[src/rtl/if_fetch_stage_if.sv]
// if_fetch_stage_if: instruction-SRAM req/addr_ok/data_ok port, master side is the fetch stage
interface if_fetch_stage_if;
  logic        inst_sram_req;
  logic [31:0] inst_sram_addr;
  logic        inst_sram_addr_ok;
  logic        inst_sram_data_ok;
  logic [31:0] inst_sram_rdata;
  modport master (output inst_sram_req, inst_sram_addr, input inst_sram_addr_ok, inst_sram_data_ok, inst_sram_rdata);
  modport slave  (input inst_sram_req, inst_sram_addr, output inst_sram_addr_ok, inst_sram_data_ok, inst_sram_rdata);
endinterface

[src/rtl/if_fetch_stage.sv]
// if_fetch_stage: PC owner and single-outstanding instruction fetch with delayed-branch redirect.
// Defining IF_ADDR_ERR_EN adds IF_adel and suppresses fetches from misaligned PCs.
module if_fetch_stage #(
  parameter logic [31:0] RESET_PC = 32'hbfc00000,
  parameter logic [31:0] NOP_INST = 32'h00000000
) (
  input  logic                  clk,
  input  logic                  reset,
  input  logic                  IF_stall,
  input  logic                  ID_br_taken,
  input  logic                  ID_br_type,
  input  logic                  ID_j_type,
  input  logic                  ID_jr_type,
  input  logic [15:0]           ID_br_index,
  input  logic [25:0]           ID_j_index,
  input  logic [31:0]           ID_jr_index,
  if_fetch_stage_if.master      sram,
  output logic [31:0]           IF_pc,
  output logic [31:0]           IF_inst,
`ifdef IF_ADDR_ERR_EN
  output logic                  IF_adel,
`endif
  output logic                  IF_busy
);
  typedef enum logic [1:0] {S_REQ, S_WAIT, S_HOLD} state_t;
  state_t state, next_state;
  logic [31:0] pc, ibuf, next_pc;
  logic valid, accept, addr_err, wait_hit;
`ifdef IF_ADDR_ERR_EN
  assign addr_err = state == S_REQ && pc[1:0] != 2'b00;
`else
  assign addr_err = 1'b0;
`endif
  assign wait_hit = state == S_WAIT && sram.inst_sram_data_ok;
  assign valid = wait_hit || state == S_HOLD;
  assign accept = valid && !IF_stall;
  assign IF_busy = !valid;
  assign IF_pc = pc;
  assign IF_inst = state == S_HOLD ? ibuf : wait_hit ? sram.inst_sram_rdata : NOP_INST;
  assign sram.inst_sram_req = state == S_REQ && !addr_err && !reset;
  assign sram.inst_sram_addr = pc;
  // pc is the delay-slot address here, so branch offsets are relative to it
  always_comb begin
    next_pc = ID_jr_type ? ID_jr_index
            : ID_j_type ? {pc[31:28], ID_j_index, 2'b00}
            : (ID_br_type && ID_br_taken) ? pc + {{14{ID_br_index[15]}}, ID_br_index, 2'b00}
            : pc + 32'd4;
    next_state = state == S_REQ ? (addr_err ? S_HOLD : sram.inst_sram_addr_ok ? S_WAIT : S_REQ)
               : accept ? S_REQ
               : wait_hit ? S_HOLD
               : state;
  end
  always_ff @(posedge clk or posedge reset) begin
    if (reset) begin
      state <= S_REQ;
      pc <= RESET_PC;
      ibuf <= NOP_INST;
    end else begin
      state <= next_state;
      if (accept) pc <= next_pc;
      if (wait_hit && IF_stall) ibuf <= sram.inst_sram_rdata;
      else if (addr_err) ibuf <= NOP_INST;
    end
  end
`ifdef IF_ADDR_ERR_EN
  always_ff @(posedge clk or posedge reset) begin
    if (reset) IF_adel <= 1'b0;
    else if (addr_err) IF_adel <= 1'b1;
    else if (accept) IF_adel <= 1'b0;
  end
`endif
endmodule

[src/flat_wrapper.sv]
// flat-port wrapper written by rule: the top's interface ports become plain ports
module if_fetch_stage_flat 
#(
  parameter logic [31:0] RESET_PC = 32'hbfc00000,
  parameter logic [31:0] NOP_INST = 32'h00000000
)
  (clk, reset, IF_stall, ID_br_taken, ID_br_type, ID_j_type, ID_jr_type, ID_br_index, ID_j_index, ID_jr_index, IF_pc, IF_inst, IF_busy, sram_inst_sram_req, sram_inst_sram_addr, sram_inst_sram_addr_ok, sram_inst_sram_data_ok, sram_inst_sram_rdata);
  if_fetch_stage_if sram_i ();
  input  logic clk;
  input  logic reset;
  input  logic IF_stall;
  input  logic ID_br_taken;
  input  logic ID_br_type;
  input  logic ID_j_type;
  input  logic ID_jr_type;
  input  logic [15:0] ID_br_index;
  input  logic [25:0] ID_j_index;
  input  logic [31:0] ID_jr_index;
  output logic [31:0] IF_pc;
  output logic [31:0] IF_inst;
  output logic IF_busy;
  output wire logic [$bits(sram_i.inst_sram_req)-1:0] sram_inst_sram_req;
  output wire logic [$bits(sram_i.inst_sram_addr)-1:0] sram_inst_sram_addr;
  input wire logic [$bits(sram_i.inst_sram_addr_ok)-1:0] sram_inst_sram_addr_ok;
  input wire logic [$bits(sram_i.inst_sram_data_ok)-1:0] sram_inst_sram_data_ok;
  input wire logic [$bits(sram_i.inst_sram_rdata)-1:0] sram_inst_sram_rdata;
  assign sram_inst_sram_req = sram_i.inst_sram_req;
  assign sram_inst_sram_addr = sram_i.inst_sram_addr;
  assign sram_i.inst_sram_addr_ok = sram_inst_sram_addr_ok;
  assign sram_i.inst_sram_data_ok = sram_inst_sram_data_ok;
  assign sram_i.inst_sram_rdata = sram_inst_sram_rdata;
  if_fetch_stage #(.RESET_PC(RESET_PC), .NOP_INST(NOP_INST)) u_core (.clk(clk), .reset(reset), .IF_stall(IF_stall), .ID_br_taken(ID_br_taken), .ID_br_type(ID_br_type), .ID_j_type(ID_j_type), .ID_jr_type(ID_jr_type), .ID_br_index(ID_br_index), .ID_j_index(ID_j_index), .ID_jr_index(ID_jr_index), .sram(sram_i), .IF_pc(IF_pc), .IF_inst(IF_inst), .IF_busy(IF_busy));
endmodule
[config.mk]
export PLATFORM = sky130hd
export DESIGN_NAME = if_fetch_stage_flat
export DESIGN_NICKNAME = d
export VERILOG_FILES = /design/src/rtl/if_fetch_stage_if.sv /design/src/rtl/if_fetch_stage.sv /design/src/flat_wrapper.sv
export SDC_FILE = /design/constraint.sdc
export NUM_CORES = 1
export LEC_CHECK = 0
export BUFFER_PORTS_ARGS = -buffer_cell sky130_fd_sc_hd__buf_2
export CAP_MARGIN = 20
export CORE_ASPECT_RATIO = 0.8
export CORE_UTILIZATION = 28
export DETAILED_ROUTE_END_ITERATION = 7
export HOLD_SLACK_MARGIN = 0.06
export SLEW_MARGIN = 20
export SYNTH_ARGS = -nofsm -noshare
export SYNTH_HDL_FRONTEND = slang
export SYNTH_SLANG_ARGS = --single-unit
[constraint.sdc]
create_clock -name clk -period 3.6 [get_ports clk]
set_clock_uncertainty 0.1 [all_clocks]
set_input_delay 0.18 -clock clk [delete_from_list [all_inputs] [get_ports clk]]
set_output_delay 0.18 -clock clk [all_outputs]
set_load 0.03 [all_outputs]
==> flow_metrics.tcl, run 1 <==
set metrics [dict create \
    fmax_mhz 296.5 \
    rows 44 \
    clockBufferDepth 2 \
    slew_viol_final 0 \
    cts-htree-levels 3 \
    die-area_sq_um 19050 \
    p_total_w 0.005792 \
    leakage_nw 3.425 \
    final_nets 929 \
    floorplan.initialDensity_pct 28.60 \
    synth-seq-cells 66 \
    crit_fanout 8 \
    relSlewSlack_pct 45.42 \
    ir_drop_v 0.0003130 \
    rsz0062_at_grt "no" \
    endpoint_kind "flip-flop" \
    die-width_microns 154.1 \
    io_pins 213 \
    final_layout_size_suffix_gt1_share_pct 37.33 \
    path_class "flip-flop to flip-flop" \
    cts_buffers 9 \
    crit_required_ps 3720 \
    drc_errors 0 \
    ys.flop_type "dfrtp_1" \
    ys_types 65 \
    syn_inst 578 \
    path_clk_slew_ps 60 \
    post-cts-setup-buffer-count 0 \
    cts_num_sinks 66 \
    grt_util_all_layers_pct 18.13 \
    max_stage_delay_ps 590 \
    gp_congestion 0.8891 \
    dieHeight_microns 123.7 \
    critical-path-slowest-cell "dlygate4sd3_1" \
    path_cells "ha_1, a21o_1, a21o_1, a21o_1, a211oi_4, a31o_4, xnor2_1, a222oi_1, dlygate4sd3_1, o2bb2ai_1" \
    port_buffers 212 \
    cts_tree "built" \
    clk_latency_ps 340 \
    syn_area_per_cell_sq_um 8.962 \
    totalWireLength_microns 17280 \
    drv_cap 0 \
    hp-class "primary input to flip-flop" \
    vias 5299 \
    wl_per_cell_microns 16.74 \
    grt_overflow 0 \
    dr.pass1.iters 5 \
    timing.critical_path.mode_cell "a21o_1" \
    viasPerCell 5.135 \
    yosys_warnings 0 \
    worstPathArrival_ps 3500 \
    period_needed_ps 3373 \
    async_flop_share_pct 100.0 \
    p_per_area_nw_per_um2 814.9 \
    min_period_over_period_pct 93.70 \
    grt_pass1_vias 4872 \
    cp_top_family "compound AO/OA/AOI/OAI gates" \
    antenna_found_initial 1 \
    drt_iter0_markers 326 \
    final_cell_mix "212 x buf_2, 57 x dlygate4sd3_1, 57 x dfrtp_1" \
    grt_max_degree 37 \
    cts_root_buf "clkbuf_16" \
    critPathLaunchType "flip-flop" \
    grt_pass1_wl_microns 26770 \
    syn_to_final_growth_pct 37.20 \
    synth.cell_area_sq_um 5180 \
    synth-edff-count 0 \
    layout_commonest_cell "buf_2" \
    setup-violations-final 0 \
    worst_pin_slew_ps 816.6 \
    fin_setup_tns_ps 0 \
    yosysSeqAreaShare_pct 32.10 \
    hpwl_microns 12630 \
    fp.coreArea_sq_um 18110 \
    syn_nets 711 \
    postRouteAntennaNets 0 \
    hold_viol_final 0 \
    run_status "finished, final reports clean" \
    cp_num_buf_inv 1 \
]
==> logic make-up after synthesis <==
| family | after synthesis | synth area share (%) |
|---|---|---|
| buf+inv | 81 | 8.333 |
| compound gates | 184 | 26.30 |
| fa+ha+maj | 18 | 4.493 |
| mux | 52 | 10.82 |
| simple gates | 161 | 15.24 |
| xor+xnor | 16 | 2.705 |
| flops | 66 | 32.10 |
==> state kept, by name (all words and copies together) (netlist names) <==
register	count
u_core.ibuf	32
u_core.state	2
u_core.IF_pc	32
==> repair_timing <==
item,4_1_cts,5_1_grt
hold buffers,57,0
endpoints found under the hold margin,111,0
gates resized for setup,0,0
==> cell type report <==
class | count | area, sq um
fillers | 1831 | 11010
multi-input cells | 431 | 3102
repair buffers | 277 | 1692
flip-flops and latches | 66 | 1663
well taps | 230 | 287.8
clock buffers | 9 | 225.2
clock inverters | 7 | 93.84
inverters | 11 | 41.29
diodes | 1 | 2.502
==> per-stage QoR <==
stage / utilization, % / area (sq um) / instances / worst slack [ps] / hold WS [ps]
finish: 39.24 / 7107 / 1032 / 226.9 / 76.32
global route: 39.22 / 7104 / 1031 / 102.7 / 104.6
CTS: 39.22 / 7104 / 1031 / 260.0 / 60.07
detailed placement: 34.31 / 6215 / 958 / 402.3 / 223.9
global placement: 34.31 / 6215 / 958 / 457.8 / 222.4
floorplan: - / 5180 / 578 / 544.5 / 197.0
==> tightest hold or removal path, cell delays in order <==
cell and delay, ps:
buf_2 90, nor2_1 70, a31oi_1 50, a2bb2oi_1 120
==> worst paths after layout <==
| path | depth (start not counted) | endpoint | slack (ps) | start |
|---|---|---|---|---|
| worst min register to register | 1 | u_core.ibuf[13] | 410 | u_core.ibuf[13] |
| worst min-delay path | 4 | u_core.IF_pc[28] | 80 | ID_jr_index[28] |
| worst max-delay path | 10 | u_core.IF_pc[19] | 230 | u_core.IF_pc[7] |
| max in group asynchronous | 4 | u_core.IF_pc[24] | 2610 | reset |
| min in group asynchronous | 4 | u_core.ibuf[20] | 410 | reset |
| worst max register to register | 10 | u_core.IF_pc[19] | 230 | u_core.IF_pc[7] |
==> power breakdown <==
| part | switching (W) | internal [W] | total (W) |
|---|---|---|---|
| Sequential | 0.000418 | 0.00114 | 0.00156 |
| Combinational | 0.00211 | 0.00116 | 0.00327 |
| Clock | 0.000360 | 0.000605 | 0.000964 |
==> Yosys cell counts (4+ instances only) <==
| cell | instances | area share [%] |
|---|---|---|
| a21oi_1 | 31 | 3.0 |
| mux2_2 | 32 | 7.0 |
| buf_4 | 32 | 4.6 |
| inv_1 | 10 | 0.72 |
| a31oi_1 | 7 | 0.85 |
| dfrtp_1 | 57 | 28 |
| and3_1 | 21 | 2.5 |
| buf_1 | 4 | 0.29 |
| a22o_1 | 35 | 5.9 |
| clkbuf_1 | 33 | 2.4 |
| xor2_1 | 7 | 1.2 |
| mux2i_1 | 20 | 3.9 |
| o21ai_0 | 42 | 4.1 |
| o21ai_1 | 5 | 0.48 |
| nor3_1 | 8 | 0.77 |
| ha_1 | 17 | 4.1 |
| nand2_1 | 42 | 3.0 |
| nor2_1 | 39 | 2.8 |
| nor4_1 | 7 | 0.85 |
| a221o_1 | 4 | 0.77 |
| dfstp_2 | 9 | 4.6 |
| xnor2_1 | 9 | 1.5 |
| or3_1 | 8 | 0.97 |
| o2bb2ai_1 | 6 | 1.0 |
| a21o_1 | 10 | 1.4 |
| nand3_1 | 17 | 1.6 |
==> metal layers <==
metal	global-route usage [%]	vias to the layer above	share of wire, %
met4	5.250	0	1.7
met1	25.37	2531	48
li1	-	2567	-
met2	27.64	178	44
met5	0	-	0
met3	4.419	23	6.2
(Power assumes the default switching activity.)
==> inputs of run 2 (changes only) <==
--- a/config.mk
+++ b/config.mk
@@ -13,2 +13,3 @@
 export HOLD_SLACK_MARGIN = 0.06
+export PLACE_DENSITY = 0.56
 export SLEW_MARGIN = 20
==> constraint.sdc (replaced) <==
create_clock -name clk -period 3.6 [get_ports clk]
set_clock_uncertainty 0.1 [all_clocks]
set_input_delay 0.36 -clock clk [delete_from_list [all_inputs] [get_ports clk]]
set_output_delay 0.36 -clock clk [all_outputs]
set_load 0.03 [all_outputs]
==> flow_metrics.tcl, run 2 (same netlist as run 1, synthesis figures left out) <==
set metrics [dict create \
    cts_root_buf "clkbuf_16" \
    grt_pass1_vias 4681 \
    r2r_start "u_core.IF_pc[2]" \
    grt_overflow 0 \
    fp.coreArea_sq_um 18110 \
    top_usage_layer "met2" \
    wl_per_cell_microns 16.85 \
    post-cts-setup-buffer-count 0 \
    cts_tree "built" \
    min_period_over_period_pct 87.53 \
    drt_iter0_markers 294 \
    fin_util_pct 36.26 \
    critPathLaunchType "flip-flop" \
    rsz0062_at_grt "no" \
    cts_buffers 9 \
    run_status "finished, final reports clean" \
    gp_congestion 0.8804 \
    hp-class "primary input to asynchronous set/reset pin" \
    postRouteAntennaNets 0 \
    ir_drop_v 0.0002631 \
    worstRegToRegCells 10 \
    crit_required_ps 3720 \
    worst_pin_slew_ps 819.4 \
    final_cells 976 \
    final_layout_size_suffix_gt1_share_pct 40.35 \
    totalWireLength_microns 16440 \
    drc_errors 0 \
    antenna_found_initial 0 \
    path_class "flip-flop to flip-flop" \
    cts_num_sinks 66 \
    fin_setup_tns_ps 0 \
    final_nets 874 \
    cts_resized 0 \
    p_per_area_nw_per_um2 869.9 \
    rows 44 \
    clockBufferDepth 2 \
    relSlewSlack_pct 45.29 \
    fin_area_sq_um 6568 \
    groute.layer.met2.usage_pct 27.78 \
    clk_latency_ps 330 \
    hold_buffers 0 \
    path_clk_slew_ps 60 \
    fillCellCount 1864 \
    io_pins 213 \
    worstPathArrival_ps 3270 \
    fmax_mhz 317.3 \
    final_cell_mix "212 x buf_2, 57 x dfrtp_1, 42 x nand2_1, 42 x o21ai_0, 38 x nor2_1" \
    r2r_slack_ps 450 \
    drv_cap 0 \
    endpoint_kind "flip-flop" \
    grt_pass1_wl_microns 25850 \
    slew_viol_final 0 \
    die-width_microns 154.1 \
    dp_cells 960 \
    dieHeight_microns 123.7 \
    hpwl_microns 12340 \
    setup-violations-final 0 \
    hold_viol_final 0 \
    cts-htree-levels 3 \
    place_area_sq_um 6242 \
    antenna-diode-count 0 \
    dr.pass1.iters 4 \
    period_needed_ps 3151 \
    vias 4995 \
    die-area_sq_um 19050 \
    port_buffers 212 \
    grt_max_degree 37 \
    syn_to_final_growth_pct 26.79 \
    leakage_nw 3.204 \
    rr_endpoint "u_core.IF_pc[18]" \
    layout_commonest_cell "buf_2" \
    grt_use_met3_pct 3.584 \
    viasPerCell 5.118 \
    crit_fanout 4 \
    use_met1_pct 24.39 \
    grt_util_all_layers_pct 17.53 \
    floorplan.initialDensity_pct 28.60 \
]
==> run 2: cell count changes in the layout (fill, tap and decap cells not counted), sizes merged <==
cell,previous run,this run
clkbuf,9,13
dlygate4sd3,57,0
buf,220,222
diode,1,0
bufinv,2,1
clkinv,3,0
==> run 2: routing by layer <==
layer  routed length, microns  up-vias
li1                         -     2456
met1                     8086     2374
met2                     7312      154
met3                      885       11
met4                      159        0
met5                        0        -
==> run 2: final cells by class <==
type                    count  area (sq um)  share of cell area [%]
multi-input cells         431          3102                   47.23
flip-flops and latches     66          1663                   25.32
repair buffers            222          1149                   17.49
well taps                 230         287.8                   4.382
clock buffers              13         280.3                   4.267
clock inverters             3         45.04                  0.6858
inverters                  11         41.29                  0.6287
==> run 2: worst max path at each step <==
stage	startpoint	slack (ps)	to
3_3_place_gp	ID_br_type	280	u_core.IF_pc[18]
5_1_grt	u_core.IF_pc[2]	260	u_core.IF_pc[20]
2_1_floorplan	ID_br_type	460	u_core.IF_pc[18]
6_report	u_core.IF_pc[2]	450	u_core.IF_pc[18]
4_1_cts	u_core.IF_pc[2]	430	u_core.IF_pc[18]
3_5_place_dp	ID_br_type	210	u_core.IF_pc[18]
==> run 2: metrics by stage <==
step / setup slack [ps] / hold WS, ps / total power [W]
6_report: 448.9 / 98.19 / 0.005713
5_1_grt: 255.4 / 147.5 / 0.006108
4_1_cts: 431.6 / 109.4 / 0.005767
3_5_place_dp: 212.2 / 394.0 / 0.004782
3_3_place_gp: 275.6 / 387.4 / 0.004765
2_1_floorplan: 464.4 / 377.0 / 0.004071
==> run 2: critical path, cell delays in order (launching register included) <==
cell and delay (ps):
dfrtp_1 430, ha_1 250, fa_1 420, a21o_1 210
a2111o_1 430, o211ai_2 260, nand3_2 120, o311ai_4 150
mux2i_1 280, nor4_1 70, a311o_1 340
==> run 2: power by group <==
part	internal [W]	switching, W	total [W]	leakage, nW
registers	0.00114	0.000409	0.00155	0.774
logic	0.00112	0.00210	0.00321	2.28
clock network	0.000612	0.000339	0.000951	0.154
total	0.00287	0.00284	0.00571	3.20
